File: src/rtl/mask_iter32_pkg.sv
// mask_iter32_pkg: shared constants and state encoding for the mask bit-scan iterator.
package mask_iter32_pkg;
    localparam int MASK_W = 32;
    localparam int IDX_W  = 5;

    typedef enum logic {IDLE = 1'b0, BUSY = 1'b1} state_t;

    function automatic logic [IDX_W:0] popcount(input logic [MASK_W-1:0] m);
        popcount = '0;
        for (int i = 0; i < MASK_W; i++) popcount += (IDX_W+1)'(m[i]);
    endfunction
endpackage

File: src/rtl/mask_iter32_if.sv
// mask_iter32_if: mask input / index output handshake bundle; out_cnt exists only with MASK_ITER_COUNT_EN.
interface mask_iter32_if import mask_iter32_pkg::*; #(parameter int TAG_W = 4);
    logic              flush;
    logic              in_valid;
    logic              in_ready;
    logic [MASK_W-1:0] in_mask;
    logic [TAG_W-1:0]  in_tag;
    logic              out_valid;
    logic              out_ready;
    logic [IDX_W-1:0]  out_idx;
    logic              out_last;
    logic [TAG_W-1:0]  out_tag;
    logic              done;
`ifdef MASK_ITER_COUNT_EN
    logic [IDX_W:0]    out_cnt;
    modport master (output flush, in_valid, in_mask, in_tag, out_ready,
                    input in_ready, out_valid, out_idx, out_last, out_tag, done, out_cnt);
    modport slave  (input flush, in_valid, in_mask, in_tag, out_ready,
                    output in_ready, out_valid, out_idx, out_last, out_tag, done, out_cnt);
`else
    modport master (output flush, in_valid, in_mask, in_tag, out_ready,
                    input in_ready, out_valid, out_idx, out_last, out_tag, done);
    modport slave  (input flush, in_valid, in_mask, in_tag, out_ready,
                    output in_ready, out_valid, out_idx, out_last, out_tag, done);
`endif
endinterface

File: src/rtl/mask_iter32_pencoder.sv
// pencoder32_5: 32-to-5 lowest-set-bit priority encoder.
module pencoder32_5 import mask_iter32_pkg::*; (
    input  logic [MASK_W-1:0] IN,
    output logic [IDX_W-1:0]  OUT,
    output logic              VALID
);
    always_comb begin
        OUT = '0;
        for (int i = MASK_W - 1; i >= 0; i--) if (IN[i]) OUT = IDX_W'(i);
    end
    assign VALID = |IN;
endmodule

File: src/rtl/mask_iter32.sv
// mask_iter32: latches a 32-bit mask and emits set-bit indices lowest first, one per accepted beat.
// Optional MASK_ITER_COUNT_EN adds a registered remaining-bit count output.
module mask_iter32 import mask_iter32_pkg::*; #(parameter int TAG_W = 4) (
    input logic          clk,
    input logic          clr,
    mask_iter32_if.slave bus
);
    state_t            state_q, state_d;
    logic [MASK_W-1:0] rem_q, rem_d;
    logic [TAG_W-1:0]  tag_q, tag_d;
    logic              done_q, done_d;
    logic [IDX_W-1:0]  idx;
    logic              enc_valid, busy, fire, last;
`ifdef MASK_ITER_COUNT_EN
    logic [IDX_W:0]    cnt_q, cnt_d;
`endif

    pencoder32_5 u_enc (.IN(rem_q), .OUT(idx), .VALID(enc_valid));

    always_comb begin
        busy    = state_q == BUSY;
        last    = busy && ((rem_q & (rem_q - 1'b1)) == '0);
        fire    = busy && bus.out_ready;
        state_d = state_q;
        rem_d   = rem_q;
        tag_d   = tag_q;
        done_d  = 1'b0;
`ifdef MASK_ITER_COUNT_EN
        cnt_d   = cnt_q;
`endif
        // flush wins over both a new mask and a beat firing in the same cycle
        if (bus.flush) begin
            state_d = IDLE;
            rem_d   = '0;
`ifdef MASK_ITER_COUNT_EN
            cnt_d   = '0;
`endif
        end else if (!busy && bus.in_valid) begin
            if (bus.in_mask != '0) begin
                state_d = BUSY;
                rem_d   = bus.in_mask;
                tag_d   = bus.in_tag;
`ifdef MASK_ITER_COUNT_EN
                cnt_d   = popcount(bus.in_mask);
`endif
            end else begin
                done_d = 1'b1;
            end
        end else if (fire) begin
            rem_d = rem_q & ~(MASK_W'(1) << idx);
`ifdef MASK_ITER_COUNT_EN
            cnt_d = cnt_q - 1'b1;
`endif
            if (last) begin
                state_d = IDLE;
                done_d  = 1'b1;
            end
        end
    end

    always_ff @(posedge clk or negedge clr) begin
        if (!clr) begin
            state_q <= IDLE;
            rem_q   <= '0;
            tag_q   <= '0;
            done_q  <= 1'b0;
`ifdef MASK_ITER_COUNT_EN
            cnt_q   <= '0;
`endif
        end else begin
            state_q <= state_d;
            rem_q   <= rem_d;
            tag_q   <= tag_d;
            done_q  <= done_d;
`ifdef MASK_ITER_COUNT_EN
            cnt_q   <= cnt_d;
`endif
        end
    end

    assign bus.in_ready  = !busy;
    assign bus.out_valid = busy;
    assign bus.out_idx   = idx;
    assign bus.out_last  = last;
    assign bus.out_tag   = tag_q;
    assign bus.done      = done_q;
`ifdef MASK_ITER_COUNT_EN
    assign bus.out_cnt   = cnt_q;

    a_cnt_last: assert property (@(posedge clk) disable iff (!clr) last == (cnt_q == 1));
`endif

    a_busy_nonzero: assert property (@(posedge clk) disable iff (!clr) busy |-> (rem_q != '0 && enc_valid));
endmodule

File: src/flat_wrapper.sv
// flat-port wrapper written by rule: the top's interface ports become plain ports
module mask_iter32_flat import mask_iter32_pkg::*;
#(parameter int TAG_W = 4)
  (clk, clr, bus_flush, bus_in_valid, bus_in_mask, bus_in_tag, bus_out_ready, bus_in_ready, bus_out_valid, bus_out_idx, bus_out_last, bus_out_tag, bus_done);
  mask_iter32_if #(.TAG_W(TAG_W)) bus_i ();
  input logic clk;
  input logic clr;
  input wire logic [$bits(bus_i.flush)-1:0] bus_flush;
  input wire logic [$bits(bus_i.in_valid)-1:0] bus_in_valid;
  input wire logic [$bits(bus_i.in_mask)-1:0] bus_in_mask;
  input wire logic [$bits(bus_i.in_tag)-1:0] bus_in_tag;
  input wire logic [$bits(bus_i.out_ready)-1:0] bus_out_ready;
  output wire logic [$bits(bus_i.in_ready)-1:0] bus_in_ready;
  output wire logic [$bits(bus_i.out_valid)-1:0] bus_out_valid;
  output wire logic [$bits(bus_i.out_idx)-1:0] bus_out_idx;
  output wire logic [$bits(bus_i.out_last)-1:0] bus_out_last;
  output wire logic [$bits(bus_i.out_tag)-1:0] bus_out_tag;
  output wire logic [$bits(bus_i.done)-1:0] bus_done;
  assign bus_i.flush = bus_flush;
  assign bus_i.in_valid = bus_in_valid;
  assign bus_i.in_mask = bus_in_mask;
  assign bus_i.in_tag = bus_in_tag;
  assign bus_i.out_ready = bus_out_ready;
  assign bus_in_ready = bus_i.in_ready;
  assign bus_out_valid = bus_i.out_valid;
  assign bus_out_idx = bus_i.out_idx;
  assign bus_out_last = bus_i.out_last;
  assign bus_out_tag = bus_i.out_tag;
  assign bus_done = bus_i.done;
  mask_iter32 #(.TAG_W(TAG_W)) u_core (.clk(clk), .clr(clr), .bus(bus_i));
endmodule
File: config.mk
export PLATFORM = sky130hd
export DESIGN_NAME = mask_iter32_flat
export DESIGN_NICKNAME = d
export VERILOG_FILES = /design/src/rtl/mask_iter32_pkg.sv /design/src/rtl/mask_iter32_if.sv /design/src/rtl/mask_iter32_pencoder.sv /design/src/rtl/mask_iter32.sv /design/src/flat_wrapper.sv
export SDC_FILE = /design/constraint.sdc
export NUM_CORES = 1
export LEC_CHECK = 0
export CAP_MARGIN = 30
export CORE_UTILIZATION = 40
export CTS_BUF_LIST = sky130_fd_sc_hd__clkbuf_16
export DETAILED_ROUTE_END_ITERATION = 7
export GPL_TIMING_DRIVEN = 0
export PLACE_DENSITY = 0.71
export SYNTH_ARGS = -nofsm -noshare
export SYNTH_HDL_FRONTEND = slang
export SYNTH_SLANG_ARGS = --single-unit
File: constraint.sdc
create_clock -name clk -period 4.6 [get_ports clk]
set_input_delay 0.69 -clock clk [delete_from_list [all_inputs] [get_ports clk]]
set_output_delay 0.69 -clock clk [all_outputs]
set_load 0.005 [all_outputs]
==> flow_summary.toml <==
[routing]
viasPerCell = 6.22
routed_wl_mm = 9.91
drc = 0
num_vias = 3005
drtAntennaViolNets = 0
drt-initial-drc-count = 244
wl_per_cell_um = 20.5
firstDrtPassIters = 5

[floorplan]
ios = 54
die-area_sq_um = 7430
initial_core_util = 0.415
num_rows = 30
die_w_um = 86.2
fp.dieH_um = 86.2
coreArea_sq_um = 6830

[worst_setup_path]
startpoint_type = "register"
worstPathCellList = "clkbuf_1 -> nor4_2 -> and4_2 -> a31oi_1 -> or4_1 -> nor3_1 -> clkdlybuf4s50_1"
path_class = "register to output pin"
critPathRequiredTime_ns = 3.91
crit_arrival_ns = 3.18
crit_path_max_incr_delay_ns = 0.56
cp-end-kind = "output pin"
cp_slowest_cell = "clkdlybuf4s50_1"
critPathMaxFanout = 10

[final_layout]
regArea_sq_um = 951
antenna_cells = 0
finalInstanceArea_sq_um = 3630
num-fill-cells = 680
nets = 427
multiInputGateArea_sq_um = 1700
drive_gt1_frac = 0.124
syn2layout_area_growth_pct = 27.9

[global_route]
gr-total-overflow = 0
first_global_vias = 2909
grt.total_usage = 0.275
grt_antenna_before_repair = 0
grt_max_degree = 39
grt_pass1_wl_mm = 15.5

[clocking]
clock-root-buffer = "clkbuf_16"
cts_resized = 0
cts_buffers = 5
cts_setup_buffers = 0
cts.clk_slew.worst_paths_ns = 0.06
cts_tree = "built"
htree_levels = 2
cts_buffer_depth = 2
clock-sinks = 38
clk_latency_ns = 0.29
hold_buffers = 0

[placed_design]
port_buffers = 53
hpwl_mm = 7.21
dpl_cell_area_sq_um = 3490
place_congestion = 0.929

[hold_path]
hold_path_class = "register to register"

[yosys]
seq_area_frac_synth = 0.335
synth-edff-count = 0
synthFlopType = "dfrtp_1"
synth_area_sq_um = 2840
synth.distinct_cells = 69
synthArstFlopShare = 1.00
syn_inst = 325
ys_warn_count = 0
avgSynthCellArea_sq_um = 8.73
synthesis.nets = 366
synth-seq-cells = 38

[sta]
clock_skew_ns = 0.00600
fin_tns_setup_ns = 0
rsz0062_at_grt = "no"
hold_violations = 0
setup_viol_count_final = 0
slew_violations = 0
fin_crit_ns = 3.87
finalCritPeriodShare = 0.842
timing.fmax_mhz = 258
worst_pin_slew_ns = 0.909
slew_headroom = 0.393
hold_ws_ns = 0.518

[power_and_ir_drop]
vdd_ir_drop_max_mv = 0.249
p_per_area_nw_per_um2 = 384
power_leakage_nw = 1.41

[status]
outcome = "finished, final reports clean"

[job]
cap_violations = 0
==> power breakdown <==
part,internal [W],switching (W),total [W]
Combinational,0.000275,0.000369,0.000645
Clock,0.000198,0.000142,0.000340
Sequential,0.000371,0.0000390,0.000410
==> cell usage in the layout (no fill, tap or decap), types with 3 or more instances in the layout <==
master           Yosys  layout
clkbuf_16            0       5
nand2b_1             4       4
dfrtp_1             38      38
clkdlybuf4s50_1      0      52
a32o_1              20      20
buf_6                4       4
nand4_1              3       3
nor2b_1              6       6
mux2_2               4       4
buf_2                5       7
clkbuf_1            14      14
a31oi_1              4       4
nor4_1              11      11
nor4_2               4       4
and2_1               4       4
a221o_1              4       4
nand3_1              8       8
o21ai_0             10      10
nor2_1              26      26
a21oi_1             14      14
nor3_1              19      19
or4_1                5       5
or3_1                3       3
nand3b_1             3       3
a211oi_1             6       6
nand2_1             27      27
o21bai_1             5       5
inv_1               12      12
a22oi_1              7       7
nor4_4               3       3
or2_2                4       4
==> synthesized netlist by cell type, drive strengths merged, types with 2 or more instances <==
cell type  instances  area share
o21ai             10       0.018
nand2             28       0.038
and2               4      0.0088
nor3              20       0.039
nor4              18       0.064
o311ai             2      0.0062
nand3              8       0.014
nor2b              6       0.013
a21boi             2      0.0053
a2111oi            2      0.0084
a211oi             6       0.016
or2                4      0.0088
a22o               3      0.0097
nor2              26       0.034
nand4              3      0.0066
dfrtp             38        0.34
a21oi             14       0.025
a31oi              4      0.0088
o31ai              2      0.0053
o41ai              2       0.013
o21bai             5       0.013
nand2b             4      0.0088
o211ai             2      0.0053
inv               12       0.016
nand3b             3      0.0079
mux2               4       0.016
or4                7       0.021
a32o              20       0.071
a221o              4       0.014
a31o               2      0.0062
a21o               2      0.0057
nor3b              2      0.0053
a22oi              7       0.019
clkbuf            15       0.020
or3                4      0.0093
and3               3      0.0071
buf               12       0.030
==> sequential cells by signal (all words and copies together) (netlist names) <==
| name | cells |
|---|---|
| u_core.rem_q | 32 |
| u_core.bus.out_valid | 1 |
| u_core.bus.done | 1 |
| u_core.bus.out_tag | 4 |
==> logic make-up (layout without fill, tap and decap cells) <==
family	after synthesis	count (layout)	share of synthesized area
fa+ha+maj	1	1	0.00353
buf+inv	39	101	0.0662
compound gates	97	97	0.272
simple gates	146	146	0.307
mux	4	4	0.0159
flops	38	38	0.335
==> through the flow <==
stage	worst slack (ns)	std cells	util	power, W
6_report	0.727	483	0.531	0.00139
5_1_grt	0.605	483	0.531	0.00146
4_1_cts	0.766	483	0.531	0.00138
3_5_place_dp	0.744	475	0.510	0.00104
3_3_place_gp	0.766	474	0.510	0.00103
2_1_floorplan	1.96	325	-	0.000799
==> worst max-delay path: cells and delay by family, from the launching register on <==
family | cells | cell delay, ns
flip-flops | 1 | 0.39
buffers and inverters | 2 | 0.81
AO/OA/AOI/OAI | 1 | 0.10
AND/OR/NAND/NOR | 4 | 1.58
==> path summary, 6_finish.rpt <==
check / endpoint / depth (start not counted) / slack, ns / from
setup / recovery: bus_out_last / 7 / 0.73 / u_core.rem_q[9]
hold / removal: u_core.bus.out_tag[2] / 1 / 0.52 / u_core.bus.out_tag[2]
setup reg to reg: u_core.rem_q[29] / 8 / 1.26 / u_core.rem_q[9]
hold reg to reg: u_core.bus.out_tag[2] / 1 / 0.52 / u_core.bus.out_tag[2]
max in group asynchronous: u_core.rem_q[28] / 1 / 3.50 / clr
min in group asynchronous: u_core.rem_q[11] / 1 / 0.53 / clr
==> layer usage <==
| metal | GRT usage | share of wire |
|---|---|---|
| met3 | 0.0600 | 0.093 |
| met2 | 0.429 | 0.44 |
| met1 | 0.377 | 0.44 |
| met5 | 0 | 0 |
| met4 | 0.0970 | 0.025 |
==> cell type report <==
| cell class | instances | area share |
|---|---|---|
| tap | 96 | 0.0331 |
| timing repair buffer | 54 | 0.146 |
| buffer | 27 | 0.0393 |
| clock buffer | 5 | 0.0345 |
| multi-input combinational | 248 | 0.468 |
| clock inverter | 3 | 0.00448 |
| sequential | 38 | 0.262 |
| inverter | 12 | 0.0124 |
Power figures use the tool's default switching activity.
